--- src/rtl/rst_seq_pkg.sv ---
// Shared definitions for the reset sequencer: state encoding, domain limits and counter sizing.
package rst_seq_pkg;

  localparam int unsigned MAX_DOMAINS = 8;
  localparam int unsigned IDX_W       = $clog2(MAX_DOMAINS);

  typedef enum logic [2:0] {
    StHold    = 3'd0,
    StStable  = 3'd1,
    StRelease = 3'd2,
    StRun     = 3'd3,
    StDrain   = 3'd4,
    StFault   = 3'd5
  } state_e;

  // The counter is shared between the lock timeout and the stage spacing.
  function automatic int unsigned cnt_width(input int unsigned lock_timeout);
    return $clog2(lock_timeout + 1);
  endfunction

endpackage

--- src/rtl/rst_seq_sync2.sv ---
// Two-flop synchronizer for one asynchronous qualifier; clears to 0 on reset.
module rst_seq_sync2 (
  input  logic clk,
  input  logic rst,
  input  logic d,
  output logic q
);

  logic meta;

  always_ff @(posedge clk or posedge rst) begin
    if (rst) begin
      meta <= 1'b0;
      q    <= 1'b0;
    end else begin
      meta <= d;
      q    <= meta;
    end
  end

endmodule

--- src/rtl/rst_seq_ctrl.sv ---
// Multi-domain reset sequencer: qualifies fabric reset, PLL lock and init, then releases domains
// in ascending order. Define RSTSEQ_ORDERED_ASSERT_EN for descending-order drain on SW request.
module rst_seq_ctrl
  import rst_seq_pkg::*;
#(
  parameter int unsigned NUM_DOMAINS  = 4,
  parameter int unsigned STAGE_DELAY  = 16,
  parameter int unsigned LOCK_TIMEOUT = 1024,
  parameter int unsigned CNT_W        = cnt_width(LOCK_TIMEOUT)
) (
  input  logic                   CLK,
  input  logic                   RST,
  input  logic                   FABRIC_RESET_N,
  input  logic                   PLL_LOCK,
  input  logic                   INIT_DONE,
  input  logic                   SW_RST_REQ,
  output logic [NUM_DOMAINS-1:0] DOMAIN_RST_N,
  output logic                   READY,
  output logic                   FAULT,
  output logic [2:0]             STATE
);

  localparam logic [CNT_W-1:0]       STAGE_LAST = CNT_W'(STAGE_DELAY - 1);
  localparam logic [CNT_W-1:0]       TMO_LAST   = CNT_W'(LOCK_TIMEOUT - 1);
  localparam logic [IDX_W-1:0]       IDX_LAST   = IDX_W'(NUM_DOMAINS - 1);
  localparam logic [NUM_DOMAINS-1:0] ONE        = NUM_DOMAINS'(1);

  logic fab_s, lock_s, init_s;
  logic ok, tmo_cond, abort;

  state_e                 state_q;
  logic [CNT_W-1:0]       cnt_q;
  logic [IDX_W-1:0]       idx_q;
  logic [NUM_DOMAINS-1:0] dom_q;
  logic                   ready_q;
  logic                   fault_q;
  logic [IDX_W-1:0]       idx_inc;

  rst_seq_sync2 u_sync_fab  (.clk(CLK), .rst(RST), .d(FABRIC_RESET_N), .q(fab_s));
  rst_seq_sync2 u_sync_lock (.clk(CLK), .rst(RST), .d(PLL_LOCK),       .q(lock_s));
  rst_seq_sync2 u_sync_init (.clk(CLK), .rst(RST), .d(INIT_DONE),      .q(init_s));

  assign ok       = fab_s & lock_s & init_s;
  assign tmo_cond = fab_s & init_s & ~lock_s;
  assign idx_inc  = idx_q + IDX_W'(1);

`ifdef RSTSEQ_ORDERED_ASSERT_EN
  logic [IDX_W-1:0] idx_dec;
  assign idx_dec = idx_q - IDX_W'(1);
`endif

  // Qualification loss always wins over any software request on the same edge.
  always_comb begin
    abort = 1'b0;
    case (state_q)
      StStable, StRelease: abort = !ok || SW_RST_REQ;
`ifdef RSTSEQ_ORDERED_ASSERT_EN
      StRun, StDrain:      abort = !ok;
`else
      StRun:               abort = !ok || SW_RST_REQ;
`endif
      default:             abort = 1'b0;
    endcase
  end

  always_ff @(posedge CLK or posedge RST) begin
    if (RST) begin
      state_q <= StHold;
      cnt_q   <= '0;
      idx_q   <= '0;
      dom_q   <= '0;
      ready_q <= 1'b0;
      fault_q <= 1'b0;
    end else if (abort) begin
      state_q <= StHold;
      cnt_q   <= '0;
      idx_q   <= '0;
      dom_q   <= '0;
      ready_q <= 1'b0;
    end else begin
      case (state_q)
        StHold: begin
          dom_q   <= '0;
          ready_q <= 1'b0;
          if (ok) begin
            state_q <= StStable;
            cnt_q   <= '0;
          end else if (tmo_cond) begin
            if (cnt_q == TMO_LAST) begin
              state_q <= StFault;
              fault_q <= 1'b1;
              cnt_q   <= '0;
            end else begin
              cnt_q <= cnt_q + CNT_W'(1);
            end
          end else begin
            cnt_q <= '0;
          end
        end
        StStable: begin
          if (cnt_q == STAGE_LAST) begin
            state_q <= StRelease;
            cnt_q   <= '0;
            idx_q   <= '0;
            dom_q   <= ONE;
          end else begin
            cnt_q <= cnt_q + CNT_W'(1);
          end
        end
        StRelease: begin
          if (idx_q == IDX_LAST) begin
            state_q <= StRun;
            ready_q <= 1'b1;
          end else if (cnt_q == STAGE_LAST) begin
            cnt_q <= '0;
            idx_q <= idx_inc;
            dom_q <= dom_q | (ONE << idx_inc);
          end else begin
            cnt_q <= cnt_q + CNT_W'(1);
          end
        end
        StRun: begin
`ifdef RSTSEQ_ORDERED_ASSERT_EN
          if (SW_RST_REQ) begin
            state_q <= StDrain;
            ready_q <= 1'b0;
            cnt_q   <= '0;
            idx_q   <= IDX_LAST;
            dom_q   <= dom_q & ~(ONE << IDX_LAST);
          end
`endif
        end
`ifdef RSTSEQ_ORDERED_ASSERT_EN
        StDrain: begin
          if (idx_q == '0) begin
            state_q <= StHold;
            cnt_q   <= '0;
          end else if (cnt_q == STAGE_LAST) begin
            cnt_q <= '0;
            idx_q <= idx_dec;
            dom_q <= dom_q & ~(ONE << idx_dec);
          end else begin
            cnt_q <= cnt_q + CNT_W'(1);
          end
        end
`endif
        StFault: begin
          if (SW_RST_REQ) begin
            state_q <= StHold;
            fault_q <= 1'b0;
            cnt_q   <= '0;
          end
        end
        default: begin
          state_q <= StHold;
          cnt_q   <= '0;
          idx_q   <= '0;
          dom_q   <= '0;
          ready_q <= 1'b0;
          fault_q <= 1'b0;
        end
      endcase
    end
  end

  assign DOMAIN_RST_N = dom_q;
  assign READY        = ready_q;
  assign FAULT        = fault_q;
  assign STATE        = state_q;

endmodule

--- config.mk ---
export PLATFORM = sky130hd
export DESIGN_NAME = rst_seq_ctrl
export DESIGN_NICKNAME = d
export VERILOG_FILES = /design/src/rtl/rst_seq_pkg.sv /design/src/rtl/rst_seq_sync2.sv /design/src/rtl/rst_seq_ctrl.sv
export SDC_FILE = /design/constraint.sdc
export NUM_CORES = 1
export LEC_CHECK = 0
export CAP_MARGIN = 20
export CORE_MARGIN = 1
export CORE_UTILIZATION = 40
export CTS_BUF_LIST = sky130_fd_sc_hd__clkbuf_16
export CTS_CLUSTER_DIAMETER = 100
export CTS_CLUSTER_SIZE = 20
export DETAILED_ROUTE_END_ITERATION = 10
export PLACE_DENSITY = 0.71
export SYNTH_ARGS = -nofsm -noshare
export SYNTH_HDL_FRONTEND = slang
export SYNTH_SLANG_ARGS = --single-unit
export TNS_END_PERCENT = 1
--- constraint.sdc ---
create_clock -name CLK -period 1.95 [get_ports CLK]
set_clock_uncertainty 0.05 [all_clocks]
set_input_delay 0.195 -clock CLK [delete_from_list [all_inputs] [get_ports CLK]]
set_output_delay 0.195 -clock CLK [all_outputs]
set_load 0.01 [all_outputs]
==> metrics.yaml <==
fillers: 314
cts_tree: "built"
worst_pin_slew_ns: 0.398
crit_path_top_delay_cell: "dfrtp_1"
fp.dieArea_um2: 4270
synth_seq_cells: 29
portBuffers: 14
yosysWarnings: 0
critPathArrivalTime_ns: 2.08
place_congestion: 0.824
endpoint_kind: "register"
die_w_um: 65.3
crit_type: "reg -> reg"
cts.sinks: 29
syn_nets: 188
rsz0062_at_grt: "yes"
grt_pass1_wl_mm: 6.78
synth_top_area_share_pct: 45.2
synth.area.top_cells: "dfrtp_1, ha_1, nand2_1"
synth.most_common_cell: "dfrtp_1"
syn_avg_cell_area_um2: 9.17
core_area_um2: 3740
clk_path_buf_depth: 2
cp_data_required_time_ns: 2.11
grt_overflow: 0
period_share_pct: 98.3
wl_per_cell_um: 14.2
insertion_delay_ns: 0.28
drc: 0
synthCells: 175
ys_types: 43
fin_area_um2: 2240
fin_crit_ns: 1.92
leakage_nw: 1.01
firstDrtPassIters: 4
final.setup.worst_slack_ns: 0.0327
drt_iter0_drc: 43
max_stage_delay_ns: 0.38
setup_viol: 0
ctsHtreeMaxLevel: 2
slew_viol_final: 0
yosys.area.top_type: "dfrtp_1"
start_util_pct: 42.8
critPathBufInv: 1
cp_max_fo: 7
antenna_found_initial: 0
ant_nets: 0
die_h_um: 65.3
clockRootBuffer: "clkbuf_16"
async_flop_share_pct: 100
clkSlewWorstSetupHoldPaths_ns: 0.05
multi_input_area_um2: 887
first_global_vias: 1508
hold_viol: 0
max_cap_violations: 0
seqCellArea_um2: 729
vias: 1503
drive_gt1_share_pct: 28.5
peakVddDrop_v: 0.000369
grt_max_degree: 30
post-place-ws_ns: -0.241
ys.flop_type: "dfrtp_1"
powerDensity_nw_per_um2: 638
dpl-instance-area_um2: 2010
syn2layout_area_growth_pct: 39.6
crit_family: "simple AND/OR/NAND/NOR gates"
critPathLaunchType: "register"
grt.total_usage_pct: 21.3
hpwlAfterDp_mm: 2.68
syn_area_um2: 1600
max_slew_margin_pct: 72.8
timing.fmax_ghz: 0.522
nets: 233
diodes: 0
status: "completed"
vias_per_cell: 5.59
finalSetupTns_ns: 0
cts_made_buffers: 5
synth_common_cells: "dfrtp_1, nand2_1, nor2_1, o21ai_0"
placementRows: 22
num_io_pins: 15
cp_cell_sequence: "ha_2 > ha_4 > nor2_4 > o41ai_2 > buf_4 > or3_4 > a211oi_2 > a21o_1"
synth_edf_count: 0
hold_class: "in -> async"
wl_mm: 3.82
ys_seq_area_share_pct: 45.2
-- power breakdown --
| group | internal, W | leakage (nW) | switching (W) |
|---|---|---|---|
| Sequential | 0.000615 | 0.386 | 0.00000924 |
| Clock | 0.000459 | 0.0687 | 0.000252 |
| Combinational | 0.0000458 | 0.556 | 0.0000469 |
| Total | 0.00112 | 1.01 | 0.000308 |
-- placed cells by master (no fill, tap or decap), types with 4 or more instances in the layout --
| master | n |
|---|---|
| buf_4 | 30 |
| o21ai_0 | 14 |
| dfrtp_1 | 26 |
| nand2_1 | 23 |
| nor2_1 | 14 |
| ha_1 | 4 |
| clkbuf_16 | 5 |
| inv_1 | 10 |
| clkdlybuf4s50_1 | 13 |
| a21oi_1 | 10 |
| nand3_1 | 5 |
| nor3_1 | 7 |
-- through the flow --
| stage | instances | power (W) | hold slack [ns] | util, % |
|---|---|---|---|---|
| after CTS | 267 | 0.00144 | 0.266 | 58.3 |
| after global placement | 258 | 0.000713 | 0.283 | 53.6 |
| after detailed placement | 258 | 0.000717 | 0.289 | 53.6 |
| final | 269 | 0.00143 | 0.247 | 59.8 |
| after global routing | 269 | 0.00148 | 0.312 | 59.8 |
| after floorplan | 175 | 0.000675 | 0.176 | - |
-- sequential cells by signal, indices dropped and copies added, names as in the netlist --
name              cells
DOMAIN_RST_N          4
FAULT                 1
READY                 1
STATE                 3
cnt_q                11
idx_q                 3
u_sync_fab.meta       1
u_sync_fab.q          1
u_sync_init.meta      1
u_sync_init.q         1
u_sync_lock.meta      1
u_sync_lock.q         1
-- path summary, 6_finish.rpt --
kind,start,to,slack [ns],cells after the start
setup reg to reg,idx_q[1],cnt_q[8],0.03,8
setup / recovery,idx_q[1],cnt_q[8],0.03,8
hold reg to reg,u_sync_lock.meta,u_sync_lock.q,0.30,0
min in group CLK,SW_RST_REQ,STATE[2],0.29,3
hold / removal,RST,FAULT,0.25,3
max in group asynchronous,RST,STATE[1],1.31,3
-- layout make-up --
class                      count  share of cell area [%]
multi-input combinational    129                    39.6
sequential                    29                    32.6
timing repair buffer          45                    17.3
clock buffer                   5                    5.59
tap                           48                    2.68
inverter                      10                    1.68
clock inverter                 3                   0.559
-- kinds of logic after synthesis --
family | synth area share (%)
compound gates | 18.3
xor+xnor | 0.546
fa+ha+maj | 5.46
buf+inv | 4.29
flops | 45.2
mux | 2.11
simple gates | 24.1
-- repair_timing --
action,4_1_cts,5_1_grt
resized for setup,7,12
setup endpoints to repair,5,16
hold buffers,0,0
hold endpoints to repair,0,0
pin swaps,2,6
setup buffers,1,2
-- tightest hold or removal path, cell delays in order --
cell and delay, ns:
clkdlybuf4s50_1 0.40, inv_1 0.05, buf_4 0.34
-- routing by layer --
layer | up-vias | wire length, µm | GRT usage [%]
met1 | 736 | 1660 | 26.3
li1 | 724 | - | -
met4 | 0 | 41 | 8.70
met3 | 4 | 214 | 6.42
met2 | 39 | 1910 | 34.3
met5 | - | 0 | 0
Note: power is estimated with default switching activity, not from simulation.
